**config.mk**
```make
export PLATFORM = sky130hd
export DESIGN_NAME = io_port_unit
export DESIGN_NICKNAME = d
export VERILOG_FILES = /design/src/rtl/mycpu_pkg.sv /design/src/rtl/sync_fifo.sv /design/src/rtl/io_port_unit.sv
export SDC_FILE = /design/constraint.sdc
export NUM_CORES = 1
export LEC_CHECK = 0
export CAP_MARGIN = 5
export CORE_MARGIN = 4
export CORE_UTILIZATION = 58
export CTS_CLUSTER_DIAMETER = 120
export DETAILED_ROUTE_END_ITERATION = 8
export GPL_TIMING_DRIVEN = 0
export PLACE_DENSITY = 0.79
export SLEW_MARGIN = 30
export SYNTH_ARGS = -nofsm -noshare
export SYNTH_HDL_FRONTEND = slang
export SYNTH_SLANG_ARGS = --single-unit
```
**constraint.sdc**
```tcl
create_clock -name clk -period 8.2 [get_ports clk]
set_clock_uncertainty 0.05 [all_clocks]
set_input_delay 0.82 -clock clk [delete_from_list [all_inputs] [get_ports clk]]
set_output_delay 0.82 -clock clk [all_outputs]
set_load 0.005 [all_outputs]
```
**src/rtl/mycpu_pkg.sv**
```systemverilog
// Shared CPU package: I/O port address map and register bit positions.
package mycpu_pkg;

   typedef enum logic [1:0] {
      IO_RXDATA = 2'd0,
      IO_STATUS = 2'd1,
      IO_TXDATA = 2'd2,
      IO_CTRL   = 2'd3
   } io_addr_t;

   localparam int ST_RXNE    = 0;
   localparam int ST_TXF     = 1;
   localparam int ST_UNDR    = 2;
   localparam int ST_OVR     = 3;
   localparam int ST_CNT_LSB = 8;

   localparam int CTRL_CLR   = 0;
   localparam int CTRL_FLUSH = 1;

endpackage

```
**src/rtl/sync_fifo.sv**
```systemverilog
// Single-clock FIFO; head word is presented combinationally and reads as 0 when empty.
module sync_fifo #(
   parameter int DEPTH = 8,
   parameter int DW    = 16
) (
   input  logic                     clk,
   input  logic                     rst,
   input  logic                     push,
   input  logic                     pop,
   input  logic                     flush,
   input  logic [DW-1:0]            wdata,
   output logic [DW-1:0]            rdata,
   output logic                     full,
   output logic                     empty,
   output logic [$clog2(DEPTH):0]   count
);
   localparam int PW = $clog2(DEPTH);
   localparam int CW = PW + 1;

   logic [DW-1:0] mem_q [DEPTH];
   logic [PW-1:0] wr_ptr_q, wr_ptr_d;
   logic [PW-1:0] rd_ptr_q, rd_ptr_d;
   logic [CW-1:0] cnt_q, cnt_d;
   logic          do_push, do_pop;

   assign empty = (cnt_q == '0);
   assign full  = (cnt_q == CW'(DEPTH));
   assign count = cnt_q;
   assign rdata = empty ? '0 : mem_q[rd_ptr_q];

   // A push into a full FIFO is only legal when the head leaves on the same edge.
   always_comb begin
      do_pop   = pop && !empty && !flush;
      do_push  = push && (!full || do_pop) && !flush;
      wr_ptr_d = wr_ptr_q;
      rd_ptr_d = rd_ptr_q;
      cnt_d    = cnt_q;
      if (flush) begin
         wr_ptr_d = '0;
         rd_ptr_d = '0;
         cnt_d    = '0;
      end else begin
         if (do_push) wr_ptr_d = wr_ptr_q + PW'(1);
         if (do_pop)  rd_ptr_d = rd_ptr_q + PW'(1);
         cnt_d = cnt_q + CW'(do_push) - CW'(do_pop);
      end
   end

   always_ff @(posedge clk) begin
      if (rst) begin
         wr_ptr_q <= '0;
         rd_ptr_q <= '0;
         cnt_q    <= '0;
      end else begin
         wr_ptr_q <= wr_ptr_d;
         rd_ptr_q <= rd_ptr_d;
         cnt_q    <= cnt_d;
      end
   end

   always_ff @(posedge clk) begin
      if (do_push) mem_q[wr_ptr_q] <= wdata;
   end

endmodule

```
**src/rtl/io_port_unit.sv**
```systemverilog
// I/O responder: decodes IOR/IOW cycles onto an RX and a TX streaming FIFO.
module io_port_unit
   import mycpu_pkg::*;
#(
   parameter int DEPTH = 8,
   parameter int DW    = 16,
   parameter int AW    = 2
) (
   input  logic          clk,
   input  logic          rst,
   input  logic          iom_in,
   input  logic          wen_in,
   input  logic [DW-1:0] addr_in,
   input  logic [DW-1:0] data_in,
   output logic [DW-1:0] data_out,
   input  logic [DW-1:0] rx_data_in,
   input  logic          rx_valid_in,
   output logic          rx_ready_out,
   output logic [DW-1:0] tx_data_out,
   output logic          tx_valid_out,
   input  logic          tx_ready_in
);
   localparam int CW = $clog2(DEPTH) + 1;

   logic [AW-1:0] a_lo;
   logic          rd, wr;
   logic          sel_rxd, sel_st, sel_txd, sel_ctrl;
   logic          rx_push, rx_pop, rx_full, rx_empty;
   logic          tx_push, tx_pop, tx_full, tx_empty;
   logic          flush, clr, undr_set, ovr_set;
   logic [CW-1:0] rx_count, tx_count;
   logic [DW-1:0] rx_head;
   logic [DW-1:0] status;
   logic          undr_q, undr_d, ovr_q, ovr_d;
   logic          unused_bits;

   // Upper address bits alias onto the decoded low bits.
   assign unused_bits = ^{addr_in[DW-1:AW], tx_count};
   assign a_lo        = addr_in[AW-1:0];
   assign rd          = iom_in && wen_in;
   assign wr          = iom_in && !wen_in;
   assign sel_rxd     = (a_lo == AW'(IO_RXDATA));
   assign sel_st      = (a_lo == AW'(IO_STATUS));
   assign sel_txd     = (a_lo == AW'(IO_TXDATA));
   assign sel_ctrl    = (a_lo == AW'(IO_CTRL));

   assign rx_ready_out = !rx_full;
   assign tx_valid_out = !tx_empty;
   assign rx_push      = rx_valid_in && rx_ready_out;
   assign rx_pop       = rd && sel_rxd && !rx_empty;
   assign tx_pop       = tx_valid_out && tx_ready_in;
   assign tx_push      = wr && sel_txd && (!tx_full || tx_pop);
   assign flush        = wr && sel_ctrl && data_in[CTRL_FLUSH];
   assign clr          = wr && sel_ctrl && data_in[CTRL_CLR];
   assign undr_set     = rd && sel_rxd && rx_empty;
   assign ovr_set      = wr && sel_txd && tx_full && !tx_pop;

   always_comb begin
      status                  = '0;
      status[ST_RXNE]         = !rx_empty;
      status[ST_TXF]          = tx_full;
      status[ST_UNDR]         = undr_q;
      status[ST_OVR]          = ovr_q;
      status[ST_CNT_LSB +: 8] = 8'(rx_count);
   end

   always_comb begin
      data_out = '0;
      if (rd) begin
         if (sel_rxd)     data_out = rx_head;
         else if (sel_st) data_out = status;
      end
   end

   always_comb begin
      undr_d = (undr_q && !clr) || undr_set;
      ovr_d  = (ovr_q && !clr) || ovr_set;
   end

   always_ff @(posedge clk) begin
      if (rst) begin
         undr_q <= 1'b0;
         ovr_q  <= 1'b0;
      end else begin
         undr_q <= undr_d;
         ovr_q  <= ovr_d;
      end
   end

   sync_fifo #(.DEPTH(DEPTH), .DW(DW)) u_rx_fifo (
      .clk(clk), .rst(rst), .push(rx_push), .pop(rx_pop), .flush(flush),
      .wdata(rx_data_in), .rdata(rx_head), .full(rx_full), .empty(rx_empty),
      .count(rx_count)
   );

   sync_fifo #(.DEPTH(DEPTH), .DW(DW)) u_tx_fifo (
      .clk(clk), .rst(rst), .push(tx_push), .pop(tx_pop), .flush(flush),
      .wdata(data_in), .rdata(tx_data_out), .full(tx_full), .empty(tx_empty),
      .count(tx_count)
   );

endmodule
```
### Word-level counts from Yosys, hierarchy flattened

Memories as Yosys holds them, arrays and structs flattened. A register that Yosys moved wholly into a read port is not among the register bits.
Cells that the tools add are included.

| storage, ports and cells | value |
|---|---|
| output and inout port bits | 34 |
| memories | 2 |
| bits in writable memories | 256 |
| bits in registers | 22 |

| cells by class | value |
|---|---|
| equal/unequal tests | 5 |
| $add $sub $neg | 8 |
| reduce and logical (&&, ||, !) cells | 41 |
| mux-type cells | 13 |

Memory list:

| name | words | bits a word | read ports | clocked after memory_dff | wr ports | line | RTL |
|---|---|---|---|---|---|---|---|
| u_rx_fifo.mem_q | 8 | 16 | 1 | 1 | 1 | sync_fifo.sv:20 | `logic [DW-1:0] mem_q [DEPTH];` |
| u_tx_fifo.mem_q | 8 | 16 | 1 | 1 | 1 | sync_fifo.sv:20 |  |

Operator list:

| kind | count |
|---|---|
| 16-bit 2-to-1 mux | 4 |
| 1-bit logical AND | 24 |
| 3-bit by 1-bit adder with 3-bit output (second input constant) | 4 |
| 12-bit 2-to-1 mux | 1 |
| 3-bit 2-to-1 mux | 4 |
| 4-bit by 1-bit adder with 4-bit output | 2 |
| 4-bit equality test (second input constant) | 2 |
| 1-bit zero test | 8 |
| 4-bit zero test | 2 |
| 4-bit by 1-bit subtractor with 4-bit output | 2 |
| 1-bit logical OR | 5 |
| 2-bit equality test (second input constant) | 2 |
| 1-bit 2-to-1 mux | 4 |
| 2-bit by 1-bit equality test with 1-bit output (second input constant) | 1 |
| 2-bit zero test | 1 |
| 2-bit OR reduction | 1 |

### Longest topological paths before layout

Gate-level depths: netlist of the first run.

| depth | value |
|---|---|
| word-level depth | 11 |
| depth in mapped cells | 14 |
| gate-level depth less buffers | 13 |

### Modules after synthesis

Synthesis of the first run repeated with hierarchy kept, for this count alone.

| unflattened totals | value |
|---|---|
| cell total of the unflattened synthesis | 585 |
| area total of the unflattened synthesis | 11537.3 um2 |

By module, submodules not included:

| module | sequential area each (um2) | times used | cells each | area an instance (um2) |
|---|---|---|---|---|
| sync_fifo | 4103.9 | 2 | 272 | 5610.4 |
| io_port_unit | 40.0 | 1 | 41 | 316.6 |

### Least setup slack after synthesis of the first run

Ideal clock, no wire load.

| path | value |
|---|---|
| path kind | input to register |
| start | in wen_in |
| end | mem u_tx_fifo.mem_q[0][0] (enable) |
| slack | 4.914 ns |
| setup time | 0.430 ns |
| data arrival time | 2.806 ns |
| path buffers | 0 |
| cell stages on the path | 3 |
| path through | and4bb_2 > o21ai_2 > nor4_1 |

| on the way | value |
|---|---|
| word-level cells in the longest chain between the ends | 11 |

RTL lines:

| what | line | RTL |
|---|---|---|
| start: declaration | io_port_unit.sv:12 | `input logic wen_in,` |
| 1-bit zero test (*) | io_port_unit.sv:41 | `assign wr = iom_in && !wen_in;` |
| 1-bit logical AND (*) | io_port_unit.sv:41 |  |
| 1-bit logical AND (2 in series) | io_port_unit.sv:53 | `assign flush = wr && sel_ctrl && data_in[CTRL_FLUSH];` |
| 1-bit zero test | sync_fifo.sv:33, sync_fifo.sv:34 |  |
| 1-bit logical AND | sync_fifo.sv:33 | `do_pop = pop && !empty && !flush;` |
| 1-bit logical OR | sync_fifo.sv:34 | `do_push = push && (!full \|\| do_pop) && !flush;` |
| 1-bit logical AND | sync_fifo.sv:34 |  |
| 1-bit logical AND (*) | sync_fifo.sv:34 |  |
| 1-bit 2-to-1 mux (*) | sync_fifo.sv:62 | `if (do_push) mem_q[wr_ptr_q] <= wdata;` |
| 1-bit 2-to-1 mux (implied by the code) (*) | sync_fifo.sv:62 |  |
| end: declaration | sync_fifo.sv:20 |  |

Mark *: on every way between the ends. The rest lies on a longest branch, timed or not.

### Final worst setup path of the first run

| path | value |
|---|---|
| start | in addr_in[1] |
| end | out data_out[10] |

| on the way | value |
|---|---|
| word-level cells in the longest chain between the ends | 4 |

RTL lines:

| what | line | RTL |
|---|---|---|
| start: declaration | io_port_unit.sv:13 | `input logic [DW-1:0] addr_in,` |
| 2-bit by 1-bit equality test with 1-bit output | io_port_unit.sv:43 | `assign sel_st = (a_lo == AW'(IO_STATUS));` |
| 12-bit 2-to-1 mux | io_port_unit.sv:71 | `else if (sel_st) data_out = status;` |
| 16-bit 2-to-1 mux (*) | io_port_unit.sv:70 | `if (sel_rxd) data_out = rx_head;` |
| 16-bit 2-to-1 mux (*) | io_port_unit.sv:69 | `if (rd) begin` |
| end: declaration | io_port_unit.sv:15 | `output logic [DW-1:0] data_out,` |

Marks and branches as above.

==> results of run 1 <==
==> power by group <==
group	switching (mW)	internal (mW)	total, mW
combinational	0.352	0.400	0.752
clock	0.496	0.734	1.23
sequential	0.0325	1.64	1.68
total	0.880	2.78	3.66
==> routing by layer <==
layer	track usage [%]	up-vias	routed length [um]
li1	-	2690	-
met1	27.1	3093	8930
met2	36.8	210	12000
met3	3.65	41	1240
met4	5.17	0	512
met5	0	-	0
==> final cells by class <==
cell class                 instances  area [um2]  area share (%)
buffer                            26         278            2.02
tap                              265         332            2.41
clock buffer                      36         752            5.47
multi-input combinational        278        3000            21.8
clock inverter                    12         129           0.937
sequential                       284        8250            60.0
timing repair buffer              97         917            6.67
inverter                          24        90.1           0.655
==> tightest hold or removal path, cell delays in order (launching register included) <==
cell,delay (ns)
dfxtp_1,0.32
nand2_1,0.07
a21oi_1,0.06
==> kinds of logic (layout without fill, tap and decap cells) <==
kind of cell,after synthesis,after routing,share of synthesized area [%]
flip-flops,284,284,71.6
AO/OA/AOI/OAI,31,31,1.85
adder cells (fa/ha/maj),18,18,2.08
buffers and inverters,50,195,3.19
XOR/XNOR,11,11,0.836
multiplexers,96,96,15.4
AND/OR/NAND/NOR,122,122,5.12
==> layout by cell type, fill, tap and decap left out, types with 14 or more instances in the layout <==
cell,instances
nand2_1,25
mux4_1,26
inv_1,23
a21oi_1,14
dfxtp_1,28
clkdlybuf4s50_1,73
clkbuf_16,29
nor2_1,47
ha_1,16
mux4_2,31
edfxtp_1,256
buf_4,18
mux2i_1,39
==> per-stage QoR <==
stage	hold WS, ns	setup slack, ns	instance area, um2	utilization, %	total power, mW
floorplan	0.401	4.91	11500	-	2.16
global placement	0.413	2.73	12600	64.5	2.42
detailed placement	0.433	4.47	12900	65.9	2.47
CTS	0.442	4.46	13700	70.4	3.69
global route	0.481	4.36	13700	70.4	3.82
finish	0.445	4.44	13700	70.4	3.66
==> registers in the layout, summed over array words and instances, names as in the netlist, named ones only <==
| name | flops |
|---|---|
| u_rx_fifo.mem_q | 128 |
| undr_q | 1 |
| u_rx_fifo.count | 4 |
| u_tx_fifo.mem_q | 128 |
| ovr_q | 1 |
| u_tx_fifo.wr_ptr_q | 3 |
| u_rx_fifo.wr_ptr_q | 3 |
| u_rx_fifo.rd_ptr_q | 3 |
| u_tx_fifo.rd_ptr_q | 3 |
| u_tx_fifo.count | 4 |
==> worst paths after layout <==
path	startpoint	to	slack, ns	cells after the start
max	addr_in[1]	data_out[10]	4.44	5
min	u_tx_fifo.rd_ptr_q[1]	u_tx_fifo.rd_ptr_q[1]	0.44	2
max reg2reg	u_rx_fifo.count[2]	u_rx_fifo.mem_q[1][13]	5.45	8
min reg2reg	u_tx_fifo.rd_ptr_q[1]	u_tx_fifo.rd_ptr_q[1]	0.44	2
==> results by stage, run 1 <==
Floorplanning:
- The die area is 22200 um2.
- The core region is 19500 um2.
- Measured along the x axis, the die boundary spans 149 um.
- In this run the vertical extent of the chip is 149 um.
- The initial utilization of the core area, before any placement, comes to 59.0%.
- The count of boundary I/O pins is a little under 90.
- The initialized floorplan defines 51 standard-cell rows.

Synth:
- For this run, the number of Yosys warnings is 0.
- Ranked by instance count, the synthesized netlist is headed by edfxtp_1, nor2_1, mux2i_1, mux4_2, dfxtp_1.
- The number of flops mapped to enable cells by yosys is ~260.
- The library cell with the largest summed area after synthesis is edfxtp_1.
- The most used flip-flop cell after synthesis is edfxtp_1.
- In this run, synthesis produced a sequential element count of ~280.
- Ranked by total cell area, the synthesized netlist is headed by edfxtp_1, mux4_2, mux4_1.
- The most frequent cell after synthesis is edfxtp_1.
- Synthesis produced 612 cells.
- The number of nets handed over by synthesis was just under 700.
- Sequential elements use between 70% and 80% of the synthesized area.
- For this run, asynchronously set or reset flops after synthesis account for 0%.
- The average instance in the mapped netlist occupies 18.8 um2.
- In this run the biggest area consumer among cell types represents 66.7% of the synthesized area.
- The number of distinct library cell variants in the gate-level netlist after synthesis is 47.
- The netlist area before placement is 11500 um2.

Clocking:
- The number of clock buffers added by TritonCTS is 28.
- The root buffer cell is clkbuf_16.
- TritonCTS built the clock tree.
- The buffers inserted during post-CTS setup optimization is 0.
- The clock latency reported for the late side of the worst-skew pair is 0.52 ns.
- The register clock-pin slew on the reported worst setup and hold paths is 0.06 ns.
- The number of clock sinks is 284.
- The number of hold buffers added after cts is 0.
- In this run the number of H-tree levels came out at 1.
- Counting along the longest clock path gives a buffer depth of 3.
- After clock tree synthesis, the repair step resized 0 gates.

Layout:
- Leaving out filler cells and counting taps, the final layout contains 1022.
- The number of antenna repair diodes is 0.
- From synthesis to final layout, the design area changed by 19.3%.
- After the last flow step, the layout net total stands at 811.
- The fraction of final layout cells with drive strength greater than 1 is between 10% and 20%.
- The filler cell count is 1244.

Timing:
- Of the available clock period, the critical path in the final layout requires 45.9%.
- The max-slew violation total from the final report is 0.
- The maximum operating frequency is between 0.2 and 0.3 GHz.
- The final total negative setup slack is 0 ns.
- After layout, the minimum clock period comes to 3.76 ns.
- Setup violations remaining at the end of the flow were counted as 0.
- The final hold violation count is 0.
- The slew at the pin with the worst max-slew slack is 0.654 ns.
- The worst-case headroom to the max-slew limit is 56.0%.
- Setup repair after global routing left no endpoint under its margin.

Worst setup path:
- Traced cell by cell, the critical path runs through clkdlybuf4s50_1, nor3_4, o2111ai_1, a21oi_1, clkdlybuf4s50_1.
- The largest individual stage delay along the critical path comes from the cell clkdlybuf4s50_1.
- The data required time at the worst endpoint is 7.33 ns.
- The start-to-end type of the worst setup path is input pin to output pin.
- The cell seen most often among critical-path stages is clkdlybuf4s50_1.
- The category of cells accounting for the largest share of critical-path delay is buffers and inverters.
- The critical path arrival is 2.89 ns.
- Of all nets on the critical path, the largest fanout is 7.
- The category of the worst setup path capture point is an output pin.
- The launching element type of the critical path is an input pin.
- Counting both buffers and inverters, the worst setup path holds a total of 2.
- The biggest cell delay along the critical path is 0.55 ns.

Drt:
- The wire length per cell after detailed routing is ~22 um.
- For this block, the via count after detailed routing is a little over 6000.
- The detail route stage leaves a number of antenna-violating nets equal to 0.
- Summed over all layers, the routed wires come to 22.7 mm.
- The number of remaining DRC errors is 0.
- The detailed router finished its first iteration with ~380 violations.
- The first detailed-routing pass ran for 5 iterations.
- Dividing the detail-routed via count by the number of cells gives 5.90.

Placed design:
- The number of placed instances, taps included is 974.
- The final estimated routing congestion in global placement is 0.814.
- The quantity of I/O buffers inserted on ports is 73.
- The half-perimeter wire length of the detailed placement result is 15.1 mm.

GRT:
- The global-route congestion overflow total is 0.
- Entering global routing, the biggest net connects 17 pins.
- Global routing consumed, over all layers together, between 20% and 30% of the routing resources.
- The initial antenna violation count is 0.
- The via count of the first global-routing pass is 6191.
- The first global-routing pass estimated 35.3 mm of wire.

Power:
- IR analysis of the VDD net gives a maximum drop of 0.215 mV.
- For this design the ratio of total power to cell area is 266 nW/um2.
- For this design the static power due to leakage is 4.50 nW.

Status:
- The flow ran to the end, and the final reports show no timing, DRC or antenna violations.

Min path:
- The worst hold path class is register to register.

Flow run:
- Across the run, the number of max-cap violations was 0.
No activity file was read; power rests on OpenSTA's default activity.
==> run 2: changes to the inputs <==
clock period = 3.5 ns   (was 8.2 ns; I/O delays follow)
==> results of run 2 <==
Same layout as run 1 (identical final DEF). Status: completed.
Main changes from that run: setup slack after placement 4.47 ns -> 0.437 ns; setup slack after layout 4.44 ns -> 0.332 ns; hold slack 0.445 ns -> 0.361 ns; start point of the critical path addr_in[1] -> u_rx_fifo.count[2]; register-to-register setup slack 5.45 ns -> 0.75 ns; end point of the worst hold path u_tx_fifo.rd_ptr_q[1] -> ovr_q; total power 3.66 mW -> 8.57 mW; worst IR drop on VDD 0.215 mV -> 0.503 mV
